<file path="src/rtl/uart_tx_arbiter.sv">
// uart_tx_arbiter: round-robin, message-locking arbiter that shares one
// serial transmit byte channel among NREQ byte-stream requesters, with a
// one-entry registered output stage and a stalled-owner lock timeout.
module uart_tx_arbiter #(
  parameter int unsigned NREQ         = 3,
  parameter logic [15:0] LOCK_TIMEOUT = 16'd65535
) (
  input  logic                    clk,
  input  logic                    nrst,
  input  logic [NREQ*8-1:0]       s_data,
  input  logic [NREQ-1:0]         s_valid,
  input  logic [NREQ-1:0]         s_last,
  output logic [NREQ-1:0]         s_ready,
  output logic [7:0]              o_data,
  output logic                    o_valid,
  input  logic                    o_ready,
  output logic [$clog2(NREQ)-1:0] owner,
  output logic                    busy,
  input  logic                    err_clr,
  output logic                    timeout_err
);

  localparam int unsigned OW = $clog2(NREQ);

  typedef enum logic {
    ST_IDLE,
    ST_LOCKED
  } state_e;

  state_e          state_q;
  logic [7:0]      o_data_q;
  logic            o_valid_q;
  logic [OW-1:0]   owner_q;
  logic [15:0]     cnt_q;
  logic            err_q;

  logic            can_take;
  logic [OW-1:0]   cand;
  logic            win_found;
  logic [OW-1:0]   win_idx;
  logic            gnt_vld;
  logic [OW-1:0]   gnt_idx;
  logic [7:0]      gnt_data;
  logic            gnt_last;
  logic [15:0]     cnt_inc;
  logic            lock_expired;

  assign can_take     = ~o_valid_q | o_ready;
  assign cnt_inc      = (cnt_q == 16'hFFFF) ? cnt_q : cnt_q + 16'd1;
  assign lock_expired = (LOCK_TIMEOUT != 16'd0) && (cnt_inc == LOCK_TIMEOUT);

  // Round-robin scan: first valid requester starting just after the last owner.
  always_comb begin
    win_found = 1'b0;
    win_idx   = owner_q;
    cand      = owner_q;
    for (int unsigned k = 1; k <= NREQ; k++) begin
      cand = OW'((32'(owner_q) + k) % NREQ);
      if (!win_found && s_valid[cand]) begin
        win_found = 1'b1;
        win_idx   = cand;
      end
    end
  end

  // Grant selection; only the granted lane's data/last are ever routed onward.
  always_comb begin
    gnt_vld = 1'b0;
    gnt_idx = owner_q;
    if (nrst) begin
      if (state_q == ST_IDLE) begin
        if (win_found && can_take) begin
          gnt_vld = 1'b1;
          gnt_idx = win_idx;
        end
      end else if (s_valid[owner_q] && can_take) begin
        gnt_vld = 1'b1;
        gnt_idx = owner_q;
      end
    end
    s_ready = '0;
    if (gnt_vld) begin
      s_ready[gnt_idx] = 1'b1;
    end
    gnt_data = s_data[32'(gnt_idx)*8 +: 8];
    gnt_last = s_last[gnt_idx];
  end

  // Arbitration FSM, output register stage, lock timeout and sticky error.
  always_ff @(posedge clk or negedge nrst) begin
    if (!nrst) begin
      state_q   <= ST_IDLE;
      o_data_q  <= '0;
      o_valid_q <= 1'b0;
      owner_q   <= OW'(NREQ - 1);
      cnt_q     <= '0;
      err_q     <= 1'b0;
    end else begin
      if (gnt_vld) begin
        o_data_q  <= gnt_data;
        o_valid_q <= 1'b1;
      end else if (o_ready) begin
        o_valid_q <= 1'b0;
      end

      if (err_clr) begin
        err_q <= 1'b0;
      end

      case (state_q)
        ST_IDLE: begin
          if (gnt_vld) begin
            owner_q <= gnt_idx;
            cnt_q   <= '0;
            if (!gnt_last) begin
              state_q <= ST_LOCKED;
            end
          end
        end
        ST_LOCKED: begin
          if (gnt_vld) begin
            cnt_q <= '0;
            if (gnt_last) begin
              state_q <= ST_IDLE;
            end
          end else if (lock_expired) begin
            // owner is kept so the next scan starts after the stalled requester
            state_q <= ST_IDLE;
            err_q   <= 1'b1;
            cnt_q   <= '0;
          end else begin
            cnt_q <= cnt_inc;
          end
        end
        default: state_q <= ST_IDLE;
      endcase
    end
  end

  assign o_data      = o_data_q;
  assign o_valid     = o_valid_q;
  assign owner       = owner_q;
  assign busy        = (state_q == ST_LOCKED) | o_valid_q;
  assign timeout_err = err_q;

endmodule

</file>
<file path="config.mk">
export PLATFORM = sky130hd
export DESIGN_NAME = uart_tx_arbiter
export DESIGN_NICKNAME = d
export VERILOG_FILES = /design/src/rtl/uart_tx_arbiter.sv
export SDC_FILE = /design/constraint.sdc
export NUM_CORES = 1
export LEC_CHECK = 0
export ABC_AREA = 0
export BUFFER_PORTS_ARGS = -buffer_cell sky130_fd_sc_hd__buf_2
export CAP_MARGIN = 40
export CORE_MARGIN = 2
export CORE_UTILIZATION = 40
export DETAILED_ROUTE_END_ITERATION = 16
export PLACE_DENSITY = 0.73
export REMOVE_ABC_BUFFERS = 1
export SLEW_MARGIN = 20
export SYNTH_ARGS = -nofsm -noshare
export SYNTH_HDL_FRONTEND = slang
export SYNTH_SLANG_ARGS = --single-unit
</file>
<file path="constraint.sdc">
create_clock -name clk -period 3.15 [get_ports clk]
set_input_delay 0.4725 -clock clk [delete_from_list [all_inputs] [get_ports clk]]
set_output_delay 0.4725 -clock clk [all_outputs]
set_load 0.02 [all_outputs]
</file>
==> metrics.csv <==
stage,metric,value,unit
run_status,status,"finished, final reports clean",
sta,max_slew.worst_pin.slew,0.629,ns
sta,slew_violations,0,
synth,syn_avg_cell_area,8.59,sq um
place,place_congestion,0.888,
synth,netlist_instances,260,
routing,wl_met1,2550,um
sta,relSlewSlack,0.581,
min_path,min_path_type,primary input to async pin,
routing,drc_errors,0,
synth,yosys.area.top_type,dfrtp_1,
routing,avgViaCountPerCell,5.83,
clock_tree,clock-sinks,29,
power,totalPowerFinal,2.61,mW
critical_path,path_buf_inv,3,
synth,netlist_area,2230,sq um
grt,grt_pass1_wl,9890,um
synth,synth-seq-cells,29,
synth,synth_area_leaders,"dfrtp_1 31%, a31oi_1 4.2%, nand2_1 3.9%, and3_1 3.6%, mux2_1 3.0%",
layout,final_nets,362,
layout,stdcell_count,396,
place,dp.final_hpwl,4230,um
synth,seq_area_frac_synth,0.326,
routing,drtIter0Drc,169,
clock_tree,root_buffer,clkbuf_8,
clock_tree,cts_tree,yes,
sta,rsz0062_at_grt,true,
critical_path,cpPeakStageDelay,0.56,ns
sta,fin_crit_sh,0.990,
synth,yosys_warnings,0,
clock_tree,numCtsBuffers,5,
floorplanning,start_util,0.410,
layout,area_delta_synth_final,29.8,%
sta,min_period,3.12,ns
layout,n_antenna_cell,0,
synth,synthArstFlopShare,1.00,
layout,drive_above_1_share,0.333,
layout,fin_util,0.533,
clock_tree,htree_num_levels,2,
sta,skew,0.00743,ns
clock_tree,clk_pin_slew,0.06,ns
critical_path,crit_path_frequent_cell,buf_6,
clock_tree,holdBufCountCts,0,
place,placedCellCount,379,
clock_tree,cts_buffer_depth,2,
routing,dr_total_vias,2307,
sta,fmax,321,MHz
power,powerDensity,901,nW/um^2
floorplanning,die_h,78.7,um
critical_path,start_kind,flip-flop,
floorplanning,die-area,6190,sq um
routing,finalWirelength,6160,um
critical_path,cp.arrival,2.65,ns
routing,drtAntennaViolNets,0,
clock_tree,clkLatencyLatePin,0.29,ns
sta,setup_viol,0,
flow_run,max_cap_violations,0,
critical_path,critical-path-top-delay-family,compound AO/OA/AOI/OAI gates,
synth,synth_top_area_share,0.314,
grt,antenna_found_initial,0,
critical_path,end_kind,output pin,
routing,dr_wl_met3,249,um
grt,overflow,0,
synth,synthFlopType,dfrtp_1,
routing,dr.max_layer_used,met4,
routing,wl_per_cell,15.6,um
power,vdd_drop_max,0.000530,V
sta,fin_tns_setup,0,ns
power,p_leak,1.26,nW
floorplanning,core,5440,sq um
floorplanning,rows,27,
critical_path,cp.required,2.68,ns
floorplanning,die_w,78.7,um
critical_path,cp_max_fo,6,
critical_path,crit_chain,buf_6 -> inv_4 -> ha_4 -> nand2b_1 -> a21oi_2 -> nor3b_4 -> o21ai_2 -> a211oi_4 -> and2_4 -> buf_6,
place,io_buffers,49,
sta,hold_viol_final,0,
synth,synth_cell_types,58,
floorplanning,io_pins,50,
grt,grt_max_degree,31,
critical_path,critPathKind,flip-flop to output pin,
synth,synth-edff-count,0,
grt,grt_usage,0.201,
routing,wl_met2,3140,um
grt,grt_pass1_vias,2105,
routing,first_pass_iters,4,
critical_path,cp_slowest_cell,dfstp_2,
-- cells by family (layout without fill, tap and decap cells) --
logic type | after synthesis | after routing | share of synthesized area
AOI/OAI and AO/OA | 77 | 77 | 0.256
xor gates and xnor gates | 3 | 3 | 0.0118
adders and majority gates | 5 | 5 | 0.0280
buffers and inverters | 28 | 92 | 0.0622
DFF | 29 | 29 | 0.326
muxes | 11 | 11 | 0.0527
and+or+nand+nor | 107 | 107 | 0.264
-- area by class of cell --
| cell class | instances | area [sq um] |
|---|---|---|
| fill | 482 | 2540 |
| inverter | 14 | 57.6 |
| sequential | 29 | 727 |
| tap | 72 | 90.1 |
| clock inverter | 2 | 35.0 |
| timing repair buffer | 70 | 413 |
| multi-input combinational | 203 | 1500 |
| clock buffer | 6 | 72.6 |
-- Yosys cell counts (2+ instances only) --
cell	instances
nand4_1	8
o211ai_1	3
ha_1	5
nand3_1	11
nand2b_1	4
or3_1	3
a221o_1	6
or2_2	2
and3b_1	3
buf_6	3
xnor2_1	2
inv_2	2
a21o_1	2
and2_1	5
o21ai_0	7
nor4_1	2
and3_1	13
nor2_1	16
a21oi_1	11
nor2b_1	4
inv_1	12
dfrtp_1	28
mux2i_1	5
a31oi_1	15
nor3_1	3
o22ai_1	5
a32oi_1	2
o21bai_1	2
a211oi_2	2
nand3b_1	2
clkbuf_1	6
clkbuf_2	2
nand2_1	23
o311ai_1	2
o21ai_1	7
nor3b_1	3
o21a_1	2
buf_4	2
mux2_1	6
-- where the power goes --
part	switching [mW]	total (mW)	internal (mW)	leakage, nW
Combinational	0.930	1.67	0.742	0.827
Sequential	0.0824	0.559	0.477	0.378
Clock	0.144	0.378	0.234	0.0552
-- registers in the layout, summed over array words and instances (netlist names) --
register	count
timeout_err	1
cnt_q	16
o_data	8
owner	2
state_q	1
o_valid	1
-- per-stage QoR --
step	setup WS (ns)	instance area, sq um	hold WS [ns]
after floorplan	0.0494	2150	0.177
after global placement	0.222	2570	0.494
after detailed placement	0.158	2570	0.495
after CTS	0.00895	2800	0.240
after global routing	-0.0805	2900	0.262
final	0.0314	2900	0.229
-- worst reg2reg max path: stages (launching register included) --
cell,delay (ns)
dfrtp_1,0.42
ha_1,0.30
nand3_1,0.18
or4_4,0.57
a221oi_2,0.26
o2111a_2,0.25
o2111ai_4,0.32
nand2_1,0.33
o22ai_1,0.11
-- path summary, 6_finish.rpt --
check                              end       from  slack (ns)  cells after the start
setup reg to reg             cnt_q[15]   cnt_q[1]        0.29                      8
min in group clk           timeout_err    err_clr        0.37                      2
max in group asynchronous     owner[1]       nrst        2.60                      2
setup / recovery            s_ready[1]   owner[1]        0.03                     10
hold reg to reg              o_data[1]  o_data[1]        0.51                      1
hold / removal                cnt_q[6]       nrst        0.23                      2
-- routing by layer --
| metal | GRT usage | vias up |
|---|---|---|
| met5 | 0 | - |
| met4 | 0.0895 | 0 |
| met3 | 0.0295 | 23 |
| met2 | 0.348 | 73 |
| met1 | 0.247 | 1104 |
| li1 | - | 1107 |
-- cell usage in the layout (no fill, tap or decap), drive strengths merged, types with 4 or more instances in the layout --
cell    count
a21oi      11
a221o       6
a31oi      15
and2        5
and3       13
buf        70
clkbuf      6
dfrtp      28
ha          5
inv        14
mux2        6
mux2i       5
nand2      24
nand2b      4
nand3      12
nand4       8
nor2       16
nor2b       4
o21ai      14
o22ai       5
-- what timing repair did --
item | CTS | global route
resized for setup | 20 | 12
gates cloned | 0 | 0
endpoints found under the setup margin | 3 | 3
buffers inserted | 3 | 6
pin swaps | 5 | 6
endpoints found under the hold margin | 0 | 0
(Power assumes the default switching activity.)
